===== config.mk =====
export PLATFORM = sky130hd
export DESIGN_NAME = spi_ram_ctrl
export DESIGN_NICKNAME = d
export VERILOG_FILES = /design/src/rtl/spi_ram_ctrl.sv
export SDC_FILE = /design/constraint.sdc
export NUM_CORES = 2
export LEC_CHECK = 0
export BUFFER_PORTS_ARGS = -buffer_cell sky130_fd_sc_hd__buf_2
export CAP_MARGIN = 20
export CORE_ASPECT_RATIO = 2
export CORE_UTILIZATION = 49
export DETAILED_ROUTE_END_ITERATION = 12
export HOLD_SLACK_MARGIN = 0.02
export PLACE_DENSITY_LB_ADDON = 0.15
export SYNTH_ARGS = -nofsm -noshare
export SYNTH_HDL_FRONTEND = slang
export SYNTH_SLANG_ARGS = --single-unit

===== constraint.sdc =====
create_clock -name clk -period 2.6 [get_ports clk]
set_input_delay 0.26 -clock clk [delete_from_list [all_inputs] [get_ports clk]]
set_output_delay 0.26 -clock clk [all_outputs]
set_load 0.01 [all_outputs]

===== src/rtl/spi_ram_ctrl.sv =====
// Command-decoding RAM behind the SPI slave: address/data write and read commands
// on an internal memory, with read bytes held on dout/tx_valid for the slave's serialiser.
module spi_ram_ctrl #(
    parameter int MEM_DEPTH = 256,
    parameter int ADDR_SIZE = 8,
    parameter int TX_HOLD   = 9
) (
    input  logic       clk,
    input  logic       rst_n,
    input  logic [9:0] din,
    input  logic       rx_valid,
    output logic [7:0] dout,
    output logic       tx_valid,
    output logic       err,
    output logic       busy
);

    localparam int CNT_W = $clog2(TX_HOLD + 1);

    localparam logic [1:0] CMD_WR_ADDR = 2'b00;
    localparam logic [1:0] CMD_WR_DATA = 2'b01;
    localparam logic [1:0] CMD_RD_ADDR = 2'b10;
    localparam logic [1:0] CMD_RD_DATA = 2'b11;

    typedef enum logic [1:0] {
        TX_IDLE,
        TX_LOAD,
        TX_SEND
    } tx_state_t;

    logic [1:0]           cmd;
    logic [7:0]           payload;
    logic [ADDR_SIZE-1:0] wr_addr;
    logic [ADDR_SIZE-1:0] rd_addr;
    logic                 wr_armed;
    logic                 rd_armed;
    logic                 wr_en;
    logic                 rd_go;
    logic                 cmd_rej;
    logic [CNT_W-1:0]     cnt;
    logic [7:0]           mem [MEM_DEPTH];
    tx_state_t            state;
    tx_state_t            state_nxt;

    assign cmd     = din[9:8];
    assign payload = din[7:0];
    assign busy    = (state != TX_IDLE);

    always_comb begin
        wr_en   = 1'b0;
        rd_go   = 1'b0;
        cmd_rej = 1'b0;
        if (rx_valid) begin
            case (cmd)
                CMD_WR_DATA: begin
                    if (wr_armed) wr_en = 1'b1;
                    else          cmd_rej = 1'b1;
                end
                CMD_RD_DATA: begin
                    if (rd_armed && state == TX_IDLE) rd_go = 1'b1;
                    else                              cmd_rej = 1'b1;
                end
                default: ;
            endcase
        end
    end

    // A fresh RD_ADDR takes priority over the post-load increment so it always targets the next read.
    always_ff @(posedge clk or negedge rst_n) begin
        if (!rst_n) begin
            wr_addr  <= '0;
            rd_addr  <= '0;
            wr_armed <= 1'b0;
            rd_armed <= 1'b0;
            err      <= 1'b0;
        end else begin
            err <= cmd_rej;
            if (rx_valid && cmd == CMD_WR_ADDR) begin
                wr_addr  <= payload[ADDR_SIZE-1:0];
                wr_armed <= 1'b1;
            end else if (wr_en) begin
                wr_addr <= wr_addr + ADDR_SIZE'(1);
            end
            if (rx_valid && cmd == CMD_RD_ADDR) begin
                rd_addr  <= payload[ADDR_SIZE-1:0];
                rd_armed <= 1'b1;
            end else if (state == TX_LOAD) begin
                rd_addr <= rd_addr + ADDR_SIZE'(1);
            end
        end
    end

    always_ff @(posedge clk) begin
        if (wr_en) mem[wr_addr] <= payload;
    end

    always_ff @(posedge clk or negedge rst_n) begin
        if (!rst_n) state <= TX_IDLE;
        else        state <= state_nxt;
    end

    always_comb begin
        state_nxt = state;
        case (state)
            TX_IDLE: if (rd_go) state_nxt = TX_LOAD;
            TX_LOAD: state_nxt = TX_SEND;
            TX_SEND: if (cnt == '0) state_nxt = TX_IDLE;
            default: state_nxt = TX_IDLE;
        endcase
    end

    // Memory is sampled one edge after the accepted read, so a write on the previous edge is visible.
    always_ff @(posedge clk or negedge rst_n) begin
        if (!rst_n) begin
            dout     <= '0;
            tx_valid <= 1'b0;
            cnt      <= '0;
        end else begin
            case (state)
                TX_LOAD: begin
                    dout     <= mem[rd_addr];
                    tx_valid <= 1'b1;
                    cnt      <= CNT_W'(TX_HOLD - 1);
                end
                TX_SEND: begin
                    if (cnt == '0) tx_valid <= 1'b0;
                    else           cnt      <= cnt - CNT_W'(1);
                end
                default: ;
            endcase
        end
    end

endmodule


After elaboration in Yosys (flattened, before gate mapping)
Memory sizes are Yosys's and may differ from the RTL's. A register that Yosys moved wholly into a read port is not among the register bits.
Cells that the tools add are included.
Cells by class
  add/subtract/negate cells: 3
  equality and inequality tests: 8
  muxes and demuxes: 23
  reduce and logical (&&, ||, !) cells: 14
Operators with widths (number)
  $mux W8: 4
  $add A8 B1 Y8 const B: 2
  $mux W1: 12
  $pmux W4 S2: 1
  $reduce_bool A2 Y1: 4
  $eq A2 B2 Y1 const B: 3
  $ne A2 B2 Y1 const B: 3
  $pmux W2 S3: 1
  $reduce_and A2 Y1: 3
  $eq A2 B1 Y1 const B: 2
  $logic_not A2 Y1: 2
  $logic_not A4 Y1: 1
  $mux W2: 2
  $mux W4: 1
  $pmux W1 S2: 2
  $sub A4 B1 Y4 const B: 1
  $logic_and A1 B1 Y1: 3
  $logic_not A1 Y1: 1
Word-level totals
  logic and storage cells: 57
  output and inout bits: 11
  bits in writable memories: 2048
  bits in registers: 26
  memories: 1
Memory list
  mem: words 256, bits a word 8, rd ports 1, clocked after Yosys merged registers in 1, write ports 1, line 41  | logic [7:0] mem [MEM_DEPTH];

Logic depth before layout (Yosys ltp)
  depth after elaboration: 7
  gate-level depth with buffers: 12
  mapped depth without buffers: 7

Worst setup path before layout
No wires, ideal clock.
  path kind: register -> register
  start point: register rd_addr[0]
  end point: register dout[1], read port of mem
  stages on the path, launching flop included: 11
  buffers on the path: 4
  data arrival time: 2447 ps
  clock period less this slack: 2568 ps
  slack: 32 ps
  cells stage by stage: dfrtp_1 buf_6 buf_6 buf_4 buf_2 mux4_2 mux2i_1 o22ai_1 nor3_1 o31ai_1 a32o_1
RTL lines
  start: declaration: line 34  | logic [ADDR_SIZE-1:0] rd_addr;
  start signal: assignment: line 85  | rd_addr <= payload[ADDR_SIZE-1:0];
  start signal: assignment: line 88  | rd_addr <= rd_addr + ADDR_SIZE'(1);
  end: declaration: line 12  | output logic [7:0] dout,

==> impl_metrics.toml <==
[synth]
ys_async_sr_fraction_pct = 1.63
synth_top_area_share_pct = 75.5
synth_cell_types = 63
syn_inst = 3841
syn_area_mm2 = 0.0814
synth-seq-area-share_pct = 76.6
ys.flop_type = "edfxtp_1"
ys_top_cells_by_area = "edfxtp_1 76%, mux4_2 14%, mux2i_1 2.4%"
synth_top_cell_by_area = "edfxtp_1"
syn-num-nets = 3861
syn_avg_cell_area_um2 = 21.2
yosysMostFrequentCell = "edfxtp_1"
yosys_warnings = 0
synth_edf_count = 2048
synth.ff_latch_count = 2082
synth_common_cells = "2048 x edfxtp_1, 504 x mux4_2, 328 x nor2_1"

[worst_setup_path]
path_class = "flip-flop to flip-flop"
cp-start-kind = "flip-flop"
arrival_ps = 3760
cp_max_fo = 12
cp-end-kind = "flip-flop"
required_ps = 3310

[die]
core_area_mm2 = 0.165
rows = 211
ioPinCount = 24
dieArea_mm2 = 0.168
initial_utilization_pct = 49.3
die_y_um = 579
die_x_um = 290

[cells_and_area]
fin_area_mm2 = 0.0979
nets = 4680
nFillCells = 11855
regArea_mm2 = 0.0624
drive_above_1_share_pct = 37.1
fin_cells = 6934
multi_input_area_mm2 = 0.0184
syn_to_final_growth_pct = 20.3

[global_route]
overflow = 0
grt_pass1_wl_um = 328000
grt_max_degree = 110
grt_pass1_vias = 43642
track_usage_pct = 28.0
antenna_found_initial = 3

[clock_network]
htreeDepth = 4
clock-sinks = 2082
clockBufferDepth = 4
clockRootBuffer = "clkbuf_16"
clk-insertion-delay-late_ps = 830
cts_tree = "built"
cts-buffers-inserted = 181
path_clk_slew_ps = 70

[sta]
rsz0062_at_grt = "yes"
drv_slew = 0
finalHoldViolations = 0
slew_headroom_pct = 30.2
fin_skew_ps = 39.8
min_period_ps = 3040
fmax_mhz = 328
tightest_slew_ps = 1050
setup_ws_ps = -445
finalSetupViolations = 8
min_period_over_period_pct = 117

[power_and_ir_drop]
ir_drop_v = 0.000633
power_density_mw_per_mm2 = 995
power_w = 0.0975
leakage_nw = 32.6

[route]
post_drt_wl_per_cell_um = 33.5
drtIter0Drc = 4094
ant_nets = 0
vias = 42270
drc = 0
first_pass_iters = 6
routed_wl_um = 232000
via_per_inst = 6.10

[place]
hpwl_um = 156000
globalplace.congestion = 0.927
post-place-cells = 6519
dp_slack_ps = -1020
io_buffers = 23
placed_area_mm2 = 0.0898

[outcome]
outcome = "finished, violations left"
violations = "setup timing"

[run]
maxCapViolCount = 0

[worst_hold_path]
hp-class = "primary input to flip-flop"
[per-layer routing]
layer	up-vias	wire length, µm	track usage, %	part of all wire, %
li1	17568	-	-	-
met1	22619	78400	31.7	34
met2	1582	126000	51.5	54
met3	499	12300	2.99	5.3
met4	2	14900	15.4	6.4
met5	-	7	0	0.0030
[critical path: stages (launching register included)]
cell,delay (ps)
dfrtp_4,460
buf_12,160
buf_12,120
buf_16,180
mux4_2,580
mux4_2,560
o21ai_2,160
buf_4,130
o211ai_1,260
a32o_1,330
[cells by family (layout without fill, tap and decap cells)]
group / Yosys count / in the layout / synth area share (%)
flops: 2082 / 2082 / 76.6
mux: 724 / 724 / 16.7
simple gates: 532 / 532 / 2.80
compound gates: 244 / 244 / 2.12
buf+inv: 243 / 1203 / 1.63
xor+xnor: 9 / 9 / 0.0968
fa+ha+maj: 7 / 7 / 0.108
other cells: 0 / 3 / 0
[layout by cell type (no fill, tap or decap), types with 13 or more instances in the layout]
cell type	instances
buf_4	695
mux2_2	23
nand2_1	80
clkinv_2	29
mux2i_2	16
mux2i_1	171
a221o_1	13
clkbuf_1	35
o221ai_1	14
o22ai_1	34
dfrtp_1	29
clkbuf_16	186
nor2_1	319
nor2b_1	14
bufinv_16	27
nand3_1	29
o21ai_0	29
edfxtp_1	2048
buf_2	15
o211ai_1	13
buf_16	16
a221oi_1	18
mux4_2	504
clkinv_1	24
a21oi_1	35
buf_12	103
[per-stage QoR]
stage	TNS [ps]	hold WS, ps	util [%]
2_1_floorplan	0	-35.6	-
3_3_place_gp	-5840	443	54.4
3_5_place_dp	-5720	451	54.5
4_1_cts	-3260	70.8	59.0
5_1_grt	-3620	71.6	59.3
6_report	-3290	42.3	59.3
[registers in the layout (all words and copies together) (netlist names)]
name / cells
wr_addr: 8
rd_armed: 1
rd_addr: 8
cnt: 4
tx_valid: 1
mem: 2048
dout: 8
state: 2
wr_armed: 1
err: 1
[worst paths after layout]
path	from	endpoint	slack (ps)	cells after the start
min in group asynchronous	rst_n	err	380	3
setup reg to reg	rd_addr[0]	dout[1]	-440	9
setup / recovery	rd_addr[0]	dout[1]	-440	9
hold reg to reg	wr_armed	wr_armed	470	1
max in group asynchronous	rst_n	rd_addr[1]	1670	4
hold / removal	din[3]	mem[112][3]	40	1
[layout make-up]
class	instances	area share [%]
well taps	2130	2.72
flip-flops and latches	2082	63.7
clock buffers	224	4.93
repair buffers	867	8.50
diodes	3	0.00767
inverters	12	0.0562
multi-input cells	1516	18.8
clock inverters	100	1.26
[power breakdown]
part           switching, W  internal (W)  leakage (nW)  total (W)
Clock                0.0122        0.0159          2.94     0.0281
Combinational        0.0164        0.0156          10.8     0.0320
Sequential         0.000342        0.0370          18.8     0.0374
[repair_timing]
item	CTS	global route
hold buffers	11	1
pin swaps	29	15
gates resized for setup	133	60
setup endpoints to repair	8	8
endpoints found under the hold margin	167	6
cloned	11	0
setup buffers	43	25
(Power assumes the default switching activity.)
